File: config.mk
export PLATFORM = sky130hd
export DESIGN_NAME = nibble_serial_adder_16_bit
export DESIGN_NICKNAME = d
export VERILOG_FILES = /design/src/rtl/nibble_serial_adder_16_bit.sv
export SDC_FILE = /design/constraint.sdc
export NUM_CORES = 1
export LEC_CHECK = 0
export CORE_MARGIN = 2
export CORE_UTILIZATION = 54
export CTS_BUF_LIST = sky130_fd_sc_hd__clkbuf_8
export CTS_CLUSTER_DIAMETER = 200
export DETAILED_ROUTE_END_ITERATION = 10
export MAX_ROUTING_LAYER = met4
export PLACE_DENSITY = 0.82
export REMOVE_ABC_BUFFERS = 1
export SKIP_LAST_GASP = 1
export SLEW_MARGIN = 30
export SYNTH_ARGS = -nofsm -noshare
export SYNTH_HDL_FRONTEND = slang
export SYNTH_SLANG_ARGS = --single-unit
File: constraint.sdc
create_clock -name Clk -period 3.45 [get_ports Clk]
set_input_delay 0.5175 -clock Clk [delete_from_list [all_inputs] [get_ports Clk]]
set_output_delay 0.5175 -clock Clk [all_outputs]
set_load 0.02 [all_outputs]
File: src/rtl/nibble_serial_adder_16_bit.sv
// Nibble-serial adder: one 4-bit CLA slice reused across WIDTH/4 clocks,
// chained through a registered carry, with a Start/Busy/Done handshake.

module carry_lookahead_adder_4_bit (
    input  logic [3:0] A,
    input  logic [3:0] B,
    input  logic       Cin,
    output logic [3:0] Sum,
    output logic       Cout
);

    logic [3:0] g;
    logic [3:0] p;
    logic [4:0] c;

    assign g = A & B;
    assign p = A ^ B;

    assign c[0] = Cin;
    assign c[1] = g[0] | (p[0] & Cin);
    assign c[2] = g[1] | (p[1] & g[0]) | (p[1] & p[0] & Cin);
    assign c[3] = g[2] | (p[2] & g[1]) | (p[2] & p[1] & g[0])
                | (p[2] & p[1] & p[0] & Cin);
    assign c[4] = g[3] | (p[3] & g[2]) | (p[3] & p[2] & g[1])
                | (p[3] & p[2] & p[1] & g[0])
                | (p[3] & p[2] & p[1] & p[0] & Cin);

    assign Sum  = p ^ c[3:0];
    assign Cout = c[4];

endmodule

module nibble_serial_adder_16_bit #(
    parameter int WIDTH = 16
) (
    input  logic             Clk,
    input  logic             Reset_n,
    input  logic             Start,
    input  logic [WIDTH-1:0] A,
    input  logic [WIDTH-1:0] B,
    input  logic             Cin,
    output logic [WIDTH-1:0] Sum,
    output logic             Cout,
    output logic             Overflow,
    output logic             Busy,
    output logic             Done
);

    localparam int N  = WIDTH / 4;
    localparam int CW = (N > 1) ? $clog2(N) : 1;
    localparam logic [CW-1:0] LAST = CW'(N - 1);

    typedef enum logic [1:0] {IDLE, RUN, DONE} state_t;

    state_t            state;
    logic [N-1:0][3:0] a_q;
    logic [N-1:0][3:0] b_q;
    logic [N-1:0][3:0] psum;
    logic [N-1:0][3:0] psum_nxt;
    logic              carry;
    logic [CW-1:0]     step;
    logic [3:0]        s_sum;
    logic              s_cout;

    carry_lookahead_adder_4_bit u_slice (
        .A    (a_q[step]),
        .B    (b_q[step]),
        .Cin  (carry),
        .Sum  (s_sum),
        .Cout (s_cout)
    );

    // Final nibble goes straight from the slice into Sum on the last edge.
    always_comb begin
        psum_nxt       = psum;
        psum_nxt[step] = s_sum;
    end

    always_ff @(posedge Clk or negedge Reset_n) begin
        if (!Reset_n) begin
            state    <= IDLE;
            a_q      <= '0;
            b_q      <= '0;
            psum     <= '0;
            carry    <= 1'b0;
            step     <= '0;
            Sum      <= '0;
            Cout     <= 1'b0;
            Overflow <= 1'b0;
            Busy     <= 1'b0;
            Done     <= 1'b0;
        end else begin
            Done <= 1'b0;
            unique case (state)
                IDLE, DONE: begin
                    if (Start) begin
                        a_q   <= A;
                        b_q   <= B;
                        carry <= Cin;
                        step  <= '0;
                        Busy  <= 1'b1;
                        state <= RUN;
                    end else begin
                        state <= IDLE;
                    end
                end
                RUN: begin
                    psum  <= psum_nxt;
                    carry <= s_cout;
                    step  <= step + CW'(1);
                    if (step == LAST) begin
                        Sum      <= psum_nxt;
                        Cout     <= s_cout;
                        Overflow <= a_q[N-1][3] ^ b_q[N-1][3]
                                  ^ s_sum[3] ^ s_cout;
                        Busy     <= 1'b0;
                        Done     <= 1'b1;
                        state    <= DONE;
                    end
                end
                default: state <= IDLE;
            endcase
        end
    end

endmodule

==> results.toml <==
[status]
run_status = "completed"

[sta]
timing.clock.skew_ns = 0.00962
slew_violations = 0
max_slew.worst_pin.slew_ns = 0.605
setup_viol_count_final = 0
grt_setup_unrepaired = "false"
fmax_mhz = 354
min_period_ns = 2.82
tns_ns = 0
timing.final.ws_setup_ns = 0.626
layout_worst_path_cycle_share_pct = 81.9
hold_viol = 0
slew-limit-headroom_pct = 59.7

[synthesis]
warning_count_from_the_yosys_run = 0
syn_area_per_cell_um2 = 12.6
synth.ff_latch_count = 69
synth_top_cells_by_area = "sky130_fd_sc_hd__dfrtp_1 (56%), sky130_fd_sc_hd__mux2_2 (12%), sky130_fd_sc_hd__mux4_2 (5.8%), sky130_fd_sc_hd__o21ai_0 (4.8%), sky130_fd_sc_hd__nand2_1 (4.3%)"
postSynthCellCount = 247
seq_area_frac_synth_pct = 55.5
syn_area_mm2 = 0.00311
synth.largest_area_cell = "sky130_fd_sc_hd__dfrtp_1"
synthDistinctLibCells = 29
netlist.area_leader.share_pct = 55.5

[cells_and_area]
fin_cells = 378
area_growth_pct = 25.1
num-nets-final = 347
finish.instance_area_mm2 = 0.00389
antenna_cells_inserted = 0
layout-drive-gt1-share_pct = 20.3
postLayoutCoreUtil_pct = 70.2

[placed_design]
gp_routability_congestion = 0.802
numPlacedInstances = 363
port_buffers = 55
place_area_mm2 = 0.00371
pre_cts_slack_ns = 0.616
dpl.hpwl_um = 3800

[clock_tree]
cts_setup_buffers = 0
clockBufferDepth = 2
cts_inserted_buffers = 9
worstSkewPairLatency_ns = 0.34
tritoncts = "yes"
cts-resized-gates = 0
htree_num_levels = 3
holdBufCountCts = 0
path_clk_slew_ns = 0.07
clock_sinks = 69
cts_root_buffer = "sky130_fd_sc_hd__clkbuf_8"

[die]
initial_utilization_pct = 56.1
die_x_um = 79.9
floorplan.rows = 27
ioPinCount = 56
core_region_mm2 = 0.00554
design.die.area_mm2 = 0.00638
die_height_um = 79.9

[route]
first_pass_iters = 4
drt-vias-per-instance = 5.32
drc_violations_left = 0
detailedRoute.firstIterationViolations = 128
route.antenna.remaining_nets = 0
vias = 2011
totalWireLength_um = 5360
drt-wirelength-per-cell_um = 14.2

[grt]
grtUsageTotal_pct = 20.1
global_route.usage.met3_pct = 4.41
gr-max-usage-layer = "met2"
global_route.usage.met2_pct = 29.5
via_count_of_the_first_global_routing_pass = 1994
maximum_number_of_pins_on_one_net_before_global_route_repair = 47
global_route.overflow_total = 0
antenna_found_initial = 0
grt_pass1_wl_um = 9540
global_route.usage.met1_pct = 27.7

[critical_path]
crit_path_end_kind = "flop"
criticalPathCategory = "reg2reg"
critPathLaunchType = "flop"
crit_arrival_ns = 3.07
worst-endpoint-required_ns = 3.70
worstPathMaxFanout = 13

[pwr]
power_per_cell_area_mw_per_mm2 = 1180
worst_ir_drop_vdd_mv = 0.554
power.leakage_uw = 0.00172

[hold_path]
min-delay-path-class = "in2async"

[run]
max_cap_viol_count = 0
[through the flow]
step / total power [uW] / hold slack, ns
2_1_floorplan: 3320 / 0.222
3_3_place_gp: 3930 / 0.460
3_5_place_dp: 4020 / 0.470
4_1_cts: 4620 / 0.189
5_1_grt: 4980 / 0.212
6_report: 4580 / 0.171
[synthesized netlist by cell type]
cell type	instances
sky130_fd_sc_hd__xnor2_1	6
sky130_fd_sc_hd__mux2i_1	12
sky130_fd_sc_hd__o21bai_4	1
sky130_fd_sc_hd__o21ai_0	30
sky130_fd_sc_hd__a22oi_1	1
sky130_fd_sc_hd__nor3_1	1
sky130_fd_sc_hd__a211oi_1	1
sky130_fd_sc_hd__a22o_1	1
sky130_fd_sc_hd__xor2_1	2
sky130_fd_sc_hd__a21o_1	2
sky130_fd_sc_hd__ha_1	8
sky130_fd_sc_hd__inv_1	10
sky130_fd_sc_hd__nand2b_1	1
sky130_fd_sc_hd__o21ai_2	1
sky130_fd_sc_hd__fa_1	1
sky130_fd_sc_hd__buf_2	5
sky130_fd_sc_hd__o31ai_1	1
sky130_fd_sc_hd__o21bai_1	1
sky130_fd_sc_hd__nor2_1	2
sky130_fd_sc_hd__mux4_2	8
sky130_fd_sc_hd__nand2_1	36
sky130_fd_sc_hd__mux2_2	32
sky130_fd_sc_hd__a211oi_2	1
sky130_fd_sc_hd__nor2b_1	2
sky130_fd_sc_hd__dfrtp_1	69
sky130_fd_sc_hd__a21oi_1	2
sky130_fd_sc_hd__clkbuf_1	8
sky130_fd_sc_hd__o211a_1	1
sky130_fd_sc_hd__a21o_2	1
[cell usage in the layout (no fill, tap or decap), types with 2 or more instances in the layout]
cell and n:
sky130_fd_sc_hd__mux2i_1 12, sky130_fd_sc_hd__mux2_2 32, sky130_fd_sc_hd__nand2_1 35, sky130_fd_sc_hd__ha_1 8
sky130_fd_sc_hd__a21o_1 2, sky130_fd_sc_hd__xnor2_1 6, sky130_fd_sc_hd__xor2_1 2, sky130_fd_sc_hd__nor2_1 2
sky130_fd_sc_hd__mux4_2 8, sky130_fd_sc_hd__clkdlybuf4s50_1 54, sky130_fd_sc_hd__buf_4 3, sky130_fd_sc_hd__a21oi_1 2
sky130_fd_sc_hd__o21ai_0 30, sky130_fd_sc_hd__inv_1 12, sky130_fd_sc_hd__dfrtp_1 69, sky130_fd_sc_hd__clkbuf_8 12
[cell families after synthesis]
family / count (synthesis) / synth area share [%]
compound gates: 44 / 8.77
mux: 52 / 21.2
flops: 69 / 55.5
fa+ha+maj: 9 / 3.86
simple gates: 42 / 5.35
buf+inv: 23 / 2.98
xor+xnor: 8 / 2.25
[power by group]
group          internal (uW)  total [uW]  switching [uW]
clock network            310         589             279
registers               1210        1470             260
logic                   1210        2520            1310
[cell type report]
class                           instances  area [um^2]
Clock inverter                          3         12.5
Tap cell                               72         90.1
Clock buffer                           12          165
Sequential cell                        69         1730
Multi-Input combinational cell        155         1290
Inverter                               10         37.5
Timing Repair Buffer                   57          563
Fill cell                             418         1650
[path summary, 6_finish.rpt]
path	start	to	slack, ns	cells after the start
setup / recovery	step[0]	Sum[11]	0.63	7
hold / removal	Reset_n	Sum[1]	0.17	1
setup reg to reg	step[0]	Sum[11]	0.63	7
hold reg to reg	Sum[9]	Sum[9]	0.48	2
max in group asynchronous	Reset_n	b_q[7]	2.53	2
min in group Clk	Sum[9]	Sum[9]	0.48	2
[registers in the layout, indices dropped and copies added, names as in the netlist]
register and flops:
Cout 1, Done 1, b_q 16, psum 12
carry 1, Sum 16, Busy 1, Overflow 1
state 2, a_q 16, step 2
[worst max-delay path, stage by stage (launching register included)]
cell and delay, ns:
sky130_fd_sc_hd__dfrtp_1 0.73, sky130_fd_sc_hd__mux4_2 0.59, sky130_fd_sc_hd__ha_1 0.33, sky130_fd_sc_hd__a211oi_2 0.30
sky130_fd_sc_hd__o21bai_4 0.14, sky130_fd_sc_hd__xnor2_1 0.35, sky130_fd_sc_hd__mux2i_1 0.13, sky130_fd_sc_hd__o21ai_0 0.16
[layer usage]
layer | vias up | share of wire (%)
li1 | 966 | -
met1 | 979 | 47
met2 | 56 | 48
met3 | 10 | 4.1
met4 | 0 | 1.8
met5 | - | 0
Note: power is estimated with default switching activity, not from simulation.
